### config.mk
export PLATFORM = sky130hd
export DESIGN_NAME = pmem_line_adaptor
export DESIGN_NICKNAME = d
export VERILOG_FILES = /design/src/rtl/pmem_line_adaptor_pkg.sv /design/src/rtl/pmem_line_adaptor_beat_buffer.sv /design/src/rtl/pmem_line_adaptor.sv
export SDC_FILE = /design/constraint.sdc
export NUM_CORES = 1
export LEC_CHECK = 0
export BUFFER_PORTS_ARGS = -buffer_cell sky130_fd_sc_hd__buf_2
export CAP_MARGIN = 10
export CORE_AREA = 4 4 272 274
export CTS_CLUSTER_SIZE = 10
export DETAILED_ROUTE_END_ITERATION = 16
export DIE_AREA = 0 0 276 278
export MAX_ROUTING_LAYER = met4
export PLACE_DENSITY_LB_ADDON = 0.2
export SLEW_MARGIN = 0
export SYNTH_ARGS = -nofsm -noshare
export SYNTH_HDL_FRONTEND = slang
export SYNTH_SLANG_ARGS = --single-unit
### constraint.sdc
create_clock -name clk -period 2.1 [get_ports clk]
set_input_delay 0.315 -clock clk [delete_from_list [all_inputs] [get_ports clk]]
set_output_delay 0.315 -clock clk [all_outputs]
set_load 0.05 [all_outputs]
### src/rtl/pmem_line_adaptor_pkg.sv
// Shared types and defaults for the cache-line to DRAM-burst adaptor.
// Latency: n/a (types, constants and a pure helper function only).
// Backpressure: n/a.
package pmem_adaptor_types;

  localparam int DEF_BEATS      = 4;
  localparam int DEF_BEAT_WIDTH = 64;
  localparam int DEF_LINE_WIDTH = 256;
  localparam int OFFSET_BITS    = 5;

  typedef enum logic [1:0] {
    IDLE        = 2'd0,
    READ_BURST  = 2'd1,
    WRITE_BURST = 2'd2,
    DONE        = 2'd3
  } pmem_adaptor_state_t;

  // Clear the byte offset within a line so DRAM always sees line-aligned bursts.
  function automatic logic [31:0] line_align(input logic [31:0] addr);
    return addr & ~32'((1 << OFFSET_BITS) - 1);
  endfunction

endpackage

### src/rtl/pmem_line_adaptor_beat_buffer.sv
// Line-wide holding register plus beat counter; slices the line into bursts.
// Latency: load/beat writes visible the cycle after; beat_out is combinational.
// Backpressure: none; advance is only pulsed on an accepted beat.
module line_beat_buffer #(
  parameter int BEATS      = 4,
  parameter int BEAT_WIDTH = 64,
  parameter int LINE_WIDTH = 256
) (
  input  logic                  clk,
  input  logic                  reset,
  input  logic                  load_line,
  input  logic [LINE_WIDTH-1:0] line_in,
  input  logic                  write_beat,
  input  logic [BEAT_WIDTH-1:0] beat_in,
  input  logic                  advance,
  input  logic                  clear,
  output logic [BEAT_WIDTH-1:0] beat_out,
  output logic [LINE_WIDTH-1:0] line_out,
  output logic                  last_beat
);

  localparam int CNT_W = (BEATS > 1) ? $clog2(BEATS) : 1;

  logic [LINE_WIDTH-1:0] line_q;
  logic [CNT_W-1:0]      count;

  assign line_out  = line_q;
  assign beat_out  = line_q[int'(count) * BEAT_WIDTH +: BEAT_WIDTH];
  assign last_beat = (count == CNT_W'(BEATS - 1));

  // Whole-line load from the cache side, or one beat at a time from DRAM.
  always_ff @(posedge clk) begin
    if (reset) begin
      line_q <= '0;
    end else if (load_line) begin
      line_q <= line_in;
    end else if (write_beat) begin
      line_q[int'(count) * BEAT_WIDTH +: BEAT_WIDTH] <= beat_in;
    end
  end

  // Beat index: wraps to zero after the last beat so the next line starts clean.
  always_ff @(posedge clk) begin
    if (reset || clear) begin
      count <= '0;
    end else if (advance) begin
      count <= last_beat ? '0 : count + CNT_W'(1);
    end
  end

endmodule

### src/rtl/pmem_line_adaptor.sv
// Responds to 256-bit cache line requests by running a 4-beat burst on the DRAM port.
// Latency: request seen at edge 0, burst cycles 1..4, mem_resp in cycle 5 (no stalls).
// Backpressure: burst_resp low stalls the burst in place; new requests wait in IDLE.
// Optional counters enabled by defining PMEM_ADAPTOR_PERF_EN.
module pmem_line_adaptor
  import pmem_adaptor_types::*;
#(
  parameter int BEATS      = DEF_BEATS,
  parameter int BEAT_WIDTH = DEF_BEAT_WIDTH,
  parameter int LINE_WIDTH = DEF_LINE_WIDTH
) (
  input  logic                  clk,
  input  logic                  reset,
  input  logic [31:0]           mem_addr,
  input  logic [LINE_WIDTH-1:0] mem_wdata,
  input  logic                  mem_read,
  input  logic                  mem_write,
  output logic [LINE_WIDTH-1:0] mem_rdata,
  output logic                  mem_resp,
  output logic [31:0]           burst_addr,
  input  logic [BEAT_WIDTH-1:0] burst_rdata,
  output logic [BEAT_WIDTH-1:0] burst_wdata,
  output logic                  burst_read,
  output logic                  burst_write,
  input  logic                  burst_resp
`ifdef PMEM_ADAPTOR_PERF_EN
  ,
  output logic [31:0]           perf_line_reads,
  output logic [31:0]           perf_line_writes,
  output logic [31:0]           perf_stall_cycles
`endif
);

  generate
    if (LINE_WIDTH != BEATS * BEAT_WIDTH) begin : g_bad_cfg
      $error("pmem_line_adaptor: LINE_WIDTH must equal BEATS*BEAT_WIDTH");
    end
  endgenerate

  pmem_adaptor_state_t state;

  logic in_read;
  logic in_write;
  logic load_line;
  logic write_beat;
  logic advance;
  logic clear;
  logic last_beat;

  // Buffer control is decoded from the current state so the buffer and FSM move together.
  always_comb begin
    in_read    = (state == READ_BURST);
    in_write   = (state == WRITE_BURST);
    load_line  = (state == IDLE) && mem_write;
    write_beat = in_read && burst_resp;
    advance    = (in_read || in_write) && burst_resp;
    clear      = (state == IDLE);
  end

  line_beat_buffer #(
    .BEATS      (BEATS),
    .BEAT_WIDTH (BEAT_WIDTH),
    .LINE_WIDTH (LINE_WIDTH)
  ) u_buf (
    .clk        (clk),
    .reset      (reset),
    .load_line  (load_line),
    .line_in    (mem_wdata),
    .write_beat (write_beat),
    .beat_in    (burst_rdata),
    .advance    (advance),
    .clear      (clear),
    .beat_out   (burst_wdata),
    .line_out   (mem_rdata),
    .last_beat  (last_beat)
  );

  // Transaction FSM; command and response outputs are registered alongside the state.
  always_ff @(posedge clk) begin
    if (reset) begin
      state       <= IDLE;
      mem_resp    <= 1'b0;
      burst_read  <= 1'b0;
      burst_write <= 1'b0;
      burst_addr  <= '0;
    end else begin
      case (state)
        IDLE: begin
          mem_resp <= 1'b0;
          // A write wins if the requester illegally raises both.
          if (mem_write) begin
            burst_addr  <= line_align(mem_addr);
            burst_write <= 1'b1;
            state       <= WRITE_BURST;
          end else if (mem_read) begin
            burst_addr  <= line_align(mem_addr);
            burst_read  <= 1'b1;
            state       <= READ_BURST;
          end
        end
        READ_BURST: begin
          if (burst_resp && last_beat) begin
            burst_read <= 1'b0;
            mem_resp   <= 1'b1;
            state      <= DONE;
          end
        end
        WRITE_BURST: begin
          if (burst_resp && last_beat) begin
            burst_write <= 1'b0;
            mem_resp    <= 1'b1;
            state       <= DONE;
          end
        end
        DONE: begin
          mem_resp <= 1'b0;
          state    <= IDLE;
        end
        default: begin
          state       <= IDLE;
          mem_resp    <= 1'b0;
          burst_read  <= 1'b0;
          burst_write <= 1'b0;
        end
      endcase
    end
  end

`ifdef PMEM_ADAPTOR_PERF_EN
  // Saturating event counters: completed lines by type and stalled burst cycles.
  always_ff @(posedge clk) begin
    if (reset) begin
      perf_line_reads   <= '0;
      perf_line_writes  <= '0;
      perf_stall_cycles <= '0;
    end else begin
      if (in_read && burst_resp && last_beat && (perf_line_reads != '1)) begin
        perf_line_reads <= perf_line_reads + 32'd1;
      end
      if (in_write && burst_resp && last_beat && (perf_line_writes != '1)) begin
        perf_line_writes <= perf_line_writes + 32'd1;
      end
      if ((in_read || in_write) && !burst_resp && (perf_stall_cycles != '1)) begin
        perf_stall_cycles <= perf_stall_cycles + 32'd1;
      end
    end
  end
`endif

endmodule

; ---- Word level (Yosys, flattened, before mapping)
; Index checks and enable logic that the tools add are counted.
[op_classes]
add_sub_neg = 2
eq_ne = 11
shift = 3
mux = 18
reduce_logical = 17
[op_table]
columns = cell, count
row1 = 2-to-1 mux 256 bit, 2
row2 = bitwise mux 256 bit, 1
row3 = "variable shift 64 x 33 -> 256 bit, first input constant", 1
row4 = indexed part select 256 x 9 -> 64 bit, 1
row5 = indexed part select 64 x 33 -> 256 bit, 1
row6 = 2-to-1 mux 32 bit, 2
row7 = negator 8 -> 33 bit, 1
row8 = 2-to-1 mux 2 bit, 4
row9 = nonzero test 2 bit, 4
row10 = "== test 2 bit, second input constant", 3
row11 = "inequality test 2 x 1 -> 1 bit, second input constant", 3
row12 = "inequality test 2 bit, second input constant", 3
row13 = case mux 1 bit (2 select lines), 3
row14 = case mux 2 bit (3 select lines), 1
row15 = 2-to-1 mux 1 bit, 5
row16 = logical AND 1 bit, 4
row17 = AND reduction 2 bit, 2
row18 = AND reduction 4 bit, 1
row19 = OR reduction 2 bit, 2
row20 = "inequality test 3 bit, second input constant", 1
row21 = AND reduction 3 bit, 1
row22 = "adder 2 x 1 -> 2 bit, second input constant", 1
row23 = "== test 2 x 1 -> 1 bit, second input constant", 1
row24 = zero test 2 bit, 1
row25 = logical OR 1 bit, 2
[word_totals]
register_bits = 295
out_inout_bits = 355

; ---- Depth between registers and ports, before layout
; Gate-level depths: netlist of the first run.
[logic_depth]
word_depth = 5
depth_mapped = 10
depth_no_buf = 5

; ---- Modules after synthesis
; From an unflattened synthesis of the first run, not the netlist that was laid out.
[hier_totals]
hier_cells = 1445
area_unflattened_um2 = 13772.0
[by_module_without_submodules]
columns = mod, instances, cells_each, area_per_inst_um2
row1 = line_beat_buffer, 1, 1280, 12269.3
row2 = pmem_line_adaptor, 1, 165, 1502.7

; ---- Worst setup path before layout of the first run
; OpenSTA, ideal clock, no wires.
[synth_path]
kind = register -> register
startpoint = reg u_buf.count[0]
endpoint = reg u_buf.line_q[192] (netlist: u_buf.line_out[192])
setup_time_ns = 0.070
t_arrival_ns = 2.183
path_slack_ns = -0.154
stages_incl_launch_ff = 11
n_path_buf = 5
synth_period_minus_slack_ns = 2.254
path_cell_list = dfxtp_1 > buf_2 > buf_4 > buf_4 > inv_1 > ha_1 > nor4bb_1 > buf_2 > buf_2 > nand4_1 > a21oi_1
[synth_between]
elab_chain_len = 5
elab_cells_between_ends = 6
[synth_lines]
columns = item, line_no
row1 = "start, declared", pmem_line_adaptor_beat_buffer.sv:25  ; logic [CNT_W-1:0] count;
row2 = "start signal, assigned", pmem_line_adaptor_beat_buffer.sv:47  ; count <= last_beat ? '0 : count + CNT_W'(1);
row3 = negator 8 -> 33 bit (*), pmem_line_adaptor_beat_buffer.sv:38  ; line_q[int'(count) * BEAT_WIDTH +: BEAT_WIDTH] <= beat_in;
row4 = indexed part select 64 x 33 -> 256 bit or variable shift 64 x 33 -> 256 bit (tied branches), pmem_line_adaptor_beat_buffer.sv:38
row5 = bitwise mux 256 bit (*), pmem_line_adaptor_beat_buffer.sv:38
row6 = 2-to-1 mux 256 bit (*), pmem_line_adaptor_beat_buffer.sv:37  ; end else if (write_beat) begin
row7 = 2-to-1 mux 256 bit (*), pmem_line_adaptor_beat_buffer.sv:35  ; end else if (load_line) begin
row8 = "end signal, assigned", pmem_line_adaptor_beat_buffer.sv:36  ; line_q <= line_in;
row9 = "end signal, assigned by index", pmem_line_adaptor_beat_buffer.sv:38
row10 = "end, declared", pmem_line_adaptor_beat_buffer.sv:24  ; logic [LINE_WIDTH-1:0] line_q;
; Every way passes the cells marked *; elsewhere a longest branch is shown, timed or not. The select of a mux whose other input is x is not followed.
; A chain may end at the register's enable or synchronous reset.

; ---- Final worst setup path of the first run
[layout_path]
startpoint = reg u_buf.count[0]
endpoint = out burst_wdata[58]
[layout_between]
elab_chain_len = 1
[layout_lines]
columns = item, line_no
row1 = indexed part select 256 x 9 -> 64 bit, pmem_line_adaptor_beat_buffer.sv:28  ; assign beat_out = line_q[int'(count) * BEAT_WIDTH +: BEAT_WIDTH];
row2 = "end, declared", pmem_line_adaptor.sv:22  ; output logic [BEAT_WIDTH-1:0] burst_wdata,
; No other way between the ends.

==> results of run 1 <==
[final timing paths]
kind | start | endpoint | depth (start not counted)
worst max-delay path | u_buf.count[0] | burst_wdata[58] | 4
worst min-delay path | mem_addr[20] | burst_addr[20] | 3
worst max register to register | u_buf.count[0] | u_buf.line_out[58] | 10
worst min register to register | burst_addr[26] | burst_addr[26] | 2
[per-layer routing]
layer  GRT usage (%)  part of all wire [%]
met5               -                     0
met4            5.55                   3.4
met3            3.41                   7.0
met2            32.6                    50
met1            22.7                    39
[kinds of logic (layout without fill, tap and decap cells)]
| kind of cell | count (synthesis) | count (layout) |
|---|---|---|
| AO/OA/AOI/OAI | 558 | 558 |
| AND/OR/NAND/NOR | 327 | 327 |
| flip-flops | 290 | 290 |
| buffers and inverters | 207 | 919 |
| multiplexers | 66 | 66 |
| adder cells (fa/ha/maj) | 9 | 9 |
| other | 1 | 21 |
[placed cells by master (no fill, tap or decap), types with 3 or more instances in the layout]
master / n
buf_2: 636
dfxtp_1: 288
a21oi_1: 277
nand4_1: 256
a22oi_1: 256
buf_6: 67
mux4_2: 64
nand2_1: 56
clkbuf_16: 53
buf_4: 51
buf_12: 44
dlygate4sd3_1: 25
diode_2: 16
a21oi_2: 12
buf_16: 11
clkbuf_1: 10
inv_1: 6
buf_8: 6
ha_1: 5
conb_1: 5
clkbuf_8: 5
a32oi_4: 4
ha_4: 4
nor3_1: 3
[critical path, delay by kind of cell (launching register included)]
kind	cells	cell delay, ns
DFF	1	0.37
buffers and inverters	3	0.53
muxes	1	0.58
[power groups by stage]
stage	clock (W)	sequential [W]	combinational, W
finish	0.00617	0.00756	0.0151
CTS	0.00640	0.00754	0.0140
global placement	0	0.00763	0.0133
global route	0.00657	0.00767	0.0158
detailed placement	0	0.00764	0.0133
floorplan	0	0.0110	0.00561
[cell type report]
class / instances / area [sq um] / area share (%)
diodes: 16 / 40.0 / 0.185
clock buffers: 54 / 1080 / 5.01
repair buffers: 854 / 6190 / 28.7
clock inverters: 4 / 48.8 / 0.226
multi-input cells: 965 / 7200 / 33.3
inverters: 7 / 31.3 / 0.145
well taps: 950 / 1190 / 5.50
flip-flops and latches: 290 / 5810 / 26.9
[metrics by stage]
step | hold slack [ns] | total power, W | setup TNS [ns]
final | 0.0507 | 0.0288 | -11.95
after global routing | 0.0123 | 0.0300 | -21.19
after CTS | 0.00106 | 0.0280 | -17.76
after detailed placement | 0.446 | 0.0209 | 0
after global placement | 0.442 | 0.0209 | 0
after floorplan | 0.451 | 0.0166 | 0
[timing repair]
item | 4_1_cts | 5_1_grt
pin swaps | 1 | 14
setup endpoints to repair | 64 | 155
buffers inserted | 6 | 10
cloned | 7 | 15
hold endpoints to repair | 25 | 0
gates resized for setup | 135 | 59
hold buffers | 25 | 0
[state kept, by name, summed over array words and instances (netlist names)]
signal,cells
burst_addr,27
burst_read,1
burst_write,1
mem_resp,1
state,2
u_buf.count,2
u_buf.line_out,256
==> results.toml, run 1 <==
[worst_setup_path]
crit_fanout = 7
cp.arrival_ns = 2.04
r2r_slack_ns = -0.02
required_ns = 1.78
end_kind = "output port"
start_kind = "flop"
worstSetupPathType = "reg -> out"
crit_chain = "buf_12 > buf_16 > mux4_2 > buf_6"
slowest_stage = "mux4_2"
slowest_delay_ns = 0.58

[synth]
synth_top_cell_by_area = "dfxtp_1"
synth_cell_type_count = 34
synth_seq_area_share_pct = 41.9
synth_flop_cell = "dfxtp_1"
netlist_instances = 1458
synthSimpleGateAreaFrac_pct = 13.8
netlist_top_cells_count = "290 x dfxtp_1, 289 x a21oi_1, 256 x a22oi_1, 256 x nand4_1, 101 x buf_2"
ys_ff_latch = 290
synth.most_common_cell = "dfxtp_1"
synth-edff-count = 0
yosys-top-cells-area = "dfxtp_1 42%, a22oi_1 14%, nand4_1 12%, a21oi_1 10%, mux4_2 10%"
syn_area_sq_um = 13900
synth_top_family_by_area = "compound AO/OA/AOI/OAI gates"
synth_adder_area_share_pct = 0.813
netlist.area_leader.share_pct = 41.9
avgSynthCellArea_sq_um = 9.51
synthXorXnorAreaFrac_pct = 0
synth.area.mux_share_pct = 10.5
async_flop_share_pct = 0
ys_warn_count = 0
synth_compound_area_share_pct = 25.3

[routing]
wl_per_cell_um = 25.7
ant_nets = 0
vias = 16300
first_pass_iters = 5
remaining_drc_errors = 0
vias_per_cell = 5.18
routed_wl_mm = 80.7
drt_iter0_drc = 1291

[power]
peakVddDrop_mv = 0.592
p_int_w = 0.0151
p_switching_w = 0.0137
p_comb_share_pct = 52.3
p_seq_share_pct = 26.3
p_clk_share_pct = 21.4
swShare_pct = 47.7
p_per_area_nw_per_um2 = 1330
leakagePower_nw = 8.77

[timing]
fmax_mhz = 425
grt_setup_unrepaired = "true"
period_needed_ns = 2.35
finalSetupViolations = 71
maxSlewViolCount = 0
period_share_pct = 112
hold_violations = 0
maxSlewHeadroom_pct = 64.3
setup_slack_ns = -0.250
max_slew.worst_pin.slew_ns = 0.535
fin_skew_ns = 0.0134

[floorplanning]
num_rows = 98
die_y_um = 278
die_w_um = 276
initial_core_util_pct = 19.4
die_area_sq_um = 76700
core_sq_um = 71400
num_io_pins = 712

[placed_design]
placed_cell_area_sq_um = 18800
pre_cts_slack_ns = 0.0928
io_buffers = 701
gp_congestion = 0.877
dp_hpwl_mm = 53.1
dp.cells = 3005

[run_status]
violations = "negative setup slack"
status = "finished with violations"

[hold_path]
hp-class = "in -> reg"

[grt]
grt_util_all_layers_pct = 18.9
grt_max_degree = 83
grt_pass1_vias = 16200
overflow = 0
grt_pass1_wl_mm = 110
antenna_found_initial = 18

[cts]
htreeDepth = 2
clockRootBuffer = "clkbuf_16"
tritoncts = "built"
cts_made_buffers = 37
clkTransAtPathRegs_ns = 0.05
cts_max_path_buffers = 3
clock_latency_ns = 0.54
clkSinkCount = 290

[cells_and_area]
final_cell_area_sq_um = 21600
fin_util_pct = 30.3
nFillCells = 7659
drive_above_1_share_pct = 44.8
fin_cells = 3140
area_delta_synth_final_pct = 55.9
finalNetCount = 2521

[job]
maxCapViolations = 0
Power figures use the tool's default switching activity.
==> run 2, diff against run 1 <==
--- a/config.mk
+++ b/config.mk
@@ -7,13 +7,14 @@
 export LEC_CHECK = 0
 export BUFFER_PORTS_ARGS = -buffer_cell sky130_fd_sc_hd__buf_2
 export CAP_MARGIN = 10
-export CORE_AREA = 4 4 272 274
+export CORE_AREA = 2 2 277 279
 export CTS_CLUSTER_SIZE = 10
 export DETAILED_ROUTE_END_ITERATION = 16
-export DIE_AREA = 0 0 276 278
+export DIE_AREA = 0 0 279 281
 export MAX_ROUTING_LAYER = met4
-export PLACE_DENSITY_LB_ADDON = 0.2
+export PLACE_DENSITY = 0.44
 export SLEW_MARGIN = 0
 export SYNTH_ARGS = -nofsm -noshare
 export SYNTH_HDL_FRONTEND = slang
+export SYNTH_HIERARCHICAL = 1
 export SYNTH_SLANG_ARGS = --single-unit
==> run 2 against run 1 <==
Effect of this change:
- the flow still finishes with violations (negative setup slack)
- via count is 0.12% lower
- clock skew is 0.0010 ns higher
- sequential share of layout area is 0.085 points lower
- maximum frequency is 0.48% lower
- design area is 0.36% higher
- register-to-register slack better by 0.09 ns
- final cell count is 1.9% higher
- routed wire length is 0.49% higher
- sequential power is 1% higher
- critical path type unchanged
- highest routed layer unchanged
==> results.toml, run 2 <==
[run_status]
status = "finished with violations"
violations = "negative setup slack"

[timing]
finalSetupViolations = 64
fin_skew_ns = 0.0144
fmax_mhz = 423
whs_ns = 0.0523
hold_violations = 0
period_needed_ns = 2.36
grt_setup_unrepaired = "true"
maxSlewViolCount = 0
maxSlewHeadroom_pct = 51.8
setup_slack_ns = -0.262
period_share_pct = 112
max_slew.worst_pin.slew_ns = 0.720

[routing]
drt_iter0_drc = 1474
highest_layer = "met4"
remaining_drc_errors = 0
routed_wl_mm = 81.1
vias = 16300
wl_per_cell_um = 25.3
dr_wl_met2_mm = 40.4
wl_met3_mm = 6.60
vias_per_cell = 5.08
wl_met1_mm = 30.9
first_pass_iters = 7
ant_nets = 0

[cells_and_area]
nFillCells = 8127
finalNetCount = 2551
area_delta_synth_final_pct = 57.4
layout_commonest_cell = "buf_2"
drive_above_1_share_pct = 46.7
final_cell_mix = "636 x buf_2, 286 x dfxtp_1, 264 x a21oi_1"
largest_reg_flops = 256

[floorplanning]
num_rows = 101
core_sq_um = 75400
die_y_um = 281
initial_core_util_pct = 18.3
num_io_pins = 712
die_area_sq_um = 78400
die_w_um = 279

[grt]
grt_util_all_layers_pct = 18.4
grt_pass1_wl_mm = 106
grt_pass1_vias = 15700
antenna_found_initial = 19
grt_max_degree = 130
overflow = 0

[worst_setup_path]
crit_fanout = 7
path_delay_family = "buffers and inverters"
slowest_stage = "mux4_2"
r2r_slack_ns = 0.07
ff2ff_path_depth = 10
path_depth = 5
crit_chain = "buf_12 > buf_16 > buf_12 > mux4_2 > buf_8"
required_ns = 1.78
cp.buffers_inverters = 4
crit_top_cell = "buf_12"
crit_path_start = "u_buf/count[0]"
start_kind = "flop"
worstSetupPathType = "reg -> out"
end_kind = "output port"
slowest_delay_ns = 0.55
worstReg2RegStart = "u_buf/count[0]"
cp.arrival_ns = 2.05

[synth]
synth_top_cell_by_area = "dfxtp_1"
netlist.area_leader.share_pct = 42.2
synth.most_common_cell = "dfxtp_1"
netlist_instances = 1445
synth-edff-count = 0
synth.area.mux_share_pct = 10.8
synth_cell_type_count = 40
ys_warn_count = 6
synth_compound_area_share_pct = 25.9
syn_area_sq_um = 13800
async_flop_share_pct = 0
synth_adder_area_share_pct = 0.909
ys_ff_latch = 290
synth_top_family_by_area = "compound AO/OA/AOI/OAI gates"
synthSimpleGateAreaFrac_pct = 13.4
synthXorXnorAreaFrac_pct = 0
synth_flop_cell = "dfxtp_1"
yosys-top-cells-area = "dfxtp_1 42%, a22oi_1 14%, mux4_2 10%, a21oi_1 9.7%, nand4_1 5.8%"
avgSynthCellArea_sq_um = 9.53
netlist_top_cells_count = "290 x dfxtp_1, 267 x a21oi_1, 256 x a22oi_1"
synth_seq_area_share_pct = 42.2

[cts]
cts_max_path_buffers = 3
clkSinkCount = 290
tritoncts = "built"
cts_made_buffers = 37
htreeDepth = 2
clockRootBuffer = "clkbuf_16"
clkTransAtPathRegs_ns = 0.06
clock_latency_ns = 0.55

[power]
leakagePower_nw = 8.88
peakVddDrop_mv = 0.577
p_per_area_nw_per_um2 = 1300

[hold_path]
hold_depth = 3
hp-class = "in -> reg"
hold_path_startpoint = "mem_addr[30]"

[placed_design]
io_buffers = 701
dp_hpwl_mm = 52.5
pre_cts_slack_ns = 0.0908
gp_congestion = 0.887

[job]
maxCapViolations = 0
[run 2: layout make-up]
cell class | count | area, sq um | area share [%]
sequential | 290 | 5820 | 26.8
inverter | 4 | 20.0 | 0.0924
clock buffer | 55 | 1060 | 4.91
clock inverter | 4 | 27.5 | 0.127
multi-input combinational | 973 | 7120 | 32.8
tap | 978 | 1220 | 5.65
timing repair buffer | 878 | 6370 | 29.4
antenna | 17 | 42.5 | 0.196
[run 2: through the flow]
step / instances / setup TNS (ns) / instance area (sq um) / power [W] / utilization, %
3_3_place_gp: 3040 / 0 / 18800 / 0.0206 / 25.0
2_1_floorplan: 1449 / 0 / 13800 / 0.0164 / -
5_1_grt: 3197 / -19.11 / 21700 / 0.0292 / 28.7
6_report: 3199 / -13.27 / 21700 / 0.0281 / 28.7
3_5_place_dp: 3040 / 0 / 18800 / 0.0206 / 25.0
4_1_cts: 3142 / -17.46 / 20900 / 0.0275 / 27.7
[run 2: metal layers]
layer	global-route usage [%]	vias to the layer above
met4	7.44	0
met5	-	-
met2	31.0	1007
li1	-	7129
met1	21.0	7958
met3	4.39	165
[run 2: path summary, 6_finish.rpt]
check                                           end
worst max-delay path                burst_wdata[15]
worst min-delay path                 burst_addr[30]
worst max register to register  u_buf/line_out[239]
worst min register to register        burst_addr[8]
[run 2: worst reg2reg max path: cells and delay by family, from the launching register on]
kind / cells / cell delay (ns)
adder cells (fa/ha/maj): 1 / 0.19
AO/OA/AOI/OAI: 3 / 0.43
buffers and inverters: 6 / 0.96
flip-flops: 1 / 0.38
[run 2: cell families (layout without fill, tap and decap cells)]
| kind of cell | count (synthesis) | count (layout) |
|---|---|---|
| AOI/OAI and AO/OA | 556 | 556 |
| and+or+nand+nor | 334 | 334 |
| DFF | 290 | 290 |
| buffers and inverters | 186 | 941 |
| muxes | 68 | 68 |
| adders and majority gates | 10 | 10 |
| other | 1 | 22 |
[run 2: repair_timing]
action / CTS / global route
hold buffers: 26 / 0
resized for setup: 149 / 29
endpoints found under the hold margin: 26 / 0
gates cloned: 4 / 18
setup buffers: 13 / 22
pin swaps: 1 / 19
setup endpoints to repair: 64 / 256
[run 2: report_power, final]
part | leakage (nW) | switching, W | internal (W) | total (W)
registers | 2.38 | 0.00104 | 0.00661 | 0.00765
clock network | 0.536 | 0.00256 | 0.00347 | 0.00603
logic | 5.96 | 0.00985 | 0.00459 | 0.0144
==> run 3, diff against run 2 <==
--- a/config.mk
+++ b/config.mk
@@ -7,12 +7,12 @@
 export LEC_CHECK = 0
 export BUFFER_PORTS_ARGS = -buffer_cell sky130_fd_sc_hd__buf_2
 export CAP_MARGIN = 10
-export CORE_AREA = 2 2 277 279
+export CORE_AREA = 2 2 278 280
 export CTS_CLUSTER_SIZE = 10
 export DETAILED_ROUTE_END_ITERATION = 16
-export DIE_AREA = 0 0 279 281
+export DIE_AREA = 0 0 280 282
 export MAX_ROUTING_LAYER = met4
-export PLACE_DENSITY = 0.44
+export PLACE_DENSITY = 0.43
 export SLEW_MARGIN = 0
 export SYNTH_ARGS = -nofsm -noshare
 export SYNTH_HDL_FRONTEND = slang
==> constraint.sdc (replaced) <==
create_clock -name clk -period 3.1 [get_ports clk]
set_input_delay 0.465 -clock clk [delete_from_list [all_inputs] [get_ports clk]]
set_output_delay 0.465 -clock clk [all_outputs]
set_load 0.05 [all_outputs]
==> run 3 against run 2 <==
Effect of this change:
- critical path depth down 2
- register-to-register slack better by 0.37 ns
- first-iteration DRC count down 30%
- clock skew up 0.0061 ns
- the run now ends clean
- final cell count down 4.5%
- sequential share of layout area up 3.3 points
- global-route usage down 0.37 points
- non-clock buffer count down 138
- sequential power down 33%
- power down 37%
- die area up 0.72%
==> results.toml, run 3 (synthesis gave the netlist of run 2 again) <==
[worst_setup_path]
cp.buffers_inverters = 2
r2r_end = "u_buf/line_out[69]"
path_delay_family = "multiplexers"
slowest_delay_ns = 0.64
end_kind = "output port"
crit_chain = "buf_12 > mux4_2 > buf_2"
cp.arrival_ns = 2.23
start_kind = "flop"
slowest_stage = "mux4_2"
crit_fanout = 54
worstReg2RegStart = "state[0]"
r2r_slack_ns = 0.44
worstSetupPathType = "reg -> out"
required_ns = 2.63
ff2ff_path_depth = 7

[grt]
met3_usage_pct = 3.99
grt_pass1_wl_mm = 104
overflow = 0
grt_max_degree = 131
grt.busiest_layer = "met2"
grt_pass1_vias = 15400
use_met2_pct = 30.0
antenna_found_initial = 9
use_met1_pct = 20.7
grt_util_all_layers_pct = 18.0

[floorplanning]
die_area_sq_um = 79000
num_rows = 101
initial_core_util_pct = 18.2
die_y_um = 282
core_sq_um = 75700
die_w_um = 280
num_io_pins = 712

[placed_design]
placed_cell_area_sq_um = 18200
dp_hpwl_mm = 50.0
io_buffers = 701
gp_congestion = 0.892
pre_cts_slack_ns = 0.442

[cts]
tritoncts = "built"
cts_made_buffers = 38
clock_latency_ns = 0.55
cts_hold_buffers = 0
cts_resized = 0
clkTransAtPathRegs_ns = 0.06
cts_max_path_buffers = 3
clkSinkCount = 290
clockRootBuffer = "clkbuf_16"
htreeDepth = 2
cts_setup_buffers = 0

[cells_and_area]
final_cell_area_sq_um = 19300
layout_commonest_cell = "buf_2"
nFillCells = 8285
finalNetCount = 2414
largest_reg_flops = 256
drive_above_1_share_pct = 44.0
final_cell_mix = "700 x buf_2, 288 x dfxtp_1, 267 x a21oi_1"
area_delta_synth_final_pct = 40.3

[routing]
vias = 15500
first_pass_iters = 5
vias_per_cell = 5.06
ant_nets = 0
wl_per_cell_um = 24.2
remaining_drc_errors = 0
routed_wl_mm = 74.0
drt_iter0_drc = 1025

[power]
peakVddDrop_mv = 0.396
leakagePower_nw = 7.88
p_per_area_nw_per_um2 = 922

[timing]
hold_violations = 0
period_needed_ns = 2.70
maxSlewHeadroom_pct = 36.4
setup_slack_ns = 0.401
fin_tns_setup_ns = 0
finalSetupViolations = 0
maxSlewViolCount = 0
grt_setup_unrepaired = "false"
fin_skew_ns = 0.0204
period_share_pct = 87.1
max_slew.worst_pin.slew_ns = 0.952
fmax_mhz = 371

[hold_path]
hp-class = "in -> reg"
hold_path_startpoint = "mem_addr[25]"
hold_depth = 3
holdPathEnd = "burst_addr[25]"

[run_status]
status = "finished, final reports clean"

[job]
maxCapViolations = 0
[run 3: cell types whose count changed in the layout (fill, tap and decap cells not counted), sizes merged]
| cell | previous run | this run |
|---|---|---|
| inv | 5 | 6 |
| dlygate4sd3 | 26 | 0 |
| clkinv | 3 | 5 |
| diode | 17 | 7 |
| clkbuf | 70 | 57 |
| buf | 837 | 740 |
[run 3: tightest hold or removal path, stage by stage]
cell	delay (ns)
buf_2	0.10
nand2_2	0.05
a21oi_2	0.04
[run 3: final cells by class]
type                    instances  area [sq um]  share of cell area [%]
clock buffers                  57          1070                    5.55
inverters                       4          16.3                  0.0842
multi-input cells             973          7090                    36.7
flip-flops and latches        290          5810                    30.1
repair buffers                740          4040                    20.9
well taps                     978          1220                    6.33
diodes                          7          17.5                  0.0906
clock inverters                 7          57.6                   0.298
[run 3: worst max-delay path by stage]
stage	start	endpoint	slack, ns	cells past startpoint
2_1_floorplan	u_buf/count[0]	u_buf/line_out[226]	1.03	10
3_3_place_gp	state[0]	u_buf/line_out[69]	0.56	7
3_5_place_dp	state[0]	u_buf/line_out[69]	0.44	7
4_1_cts	u_buf/count[1]	burst_wdata[44]	0.38	3
5_1_grt	state[0]	u_buf/line_out[114]	0.29	7
6_report	u_buf/count[0]	burst_wdata[44]	0.40	3
[run 3: power breakdown]
group | internal (W) | switching [W] | total, W | leakage (nW)
combinational | 0.00220 | 0.00631 | 0.00851 | 4.94
clock | 0.00239 | 0.00178 | 0.00416 | 0.553
sequential | 0.00448 | 0.000666 | 0.00514 | 2.38
[run 3: metrics by stage]
step	utilization, %	hold WS [ns]	cells	power (W)
finish	25.5	0.142	3056	0.0178
global route	25.5	0.117	3056	0.0186
CTS	25.5	0.0906	3049	0.0180
detailed placement	24.0	0.449	2985	0.0137
global placement	24.0	0.448	2985	0.0137
floorplan	-	0.484	1449	0.0111
[run 3: routing by layer]
layer	part of all wire, %	vias to the layer above
met3	7.8	147
li1	-	6833
met4	4.1	0
met5	0	-
met2	49	855
met1	39	7641
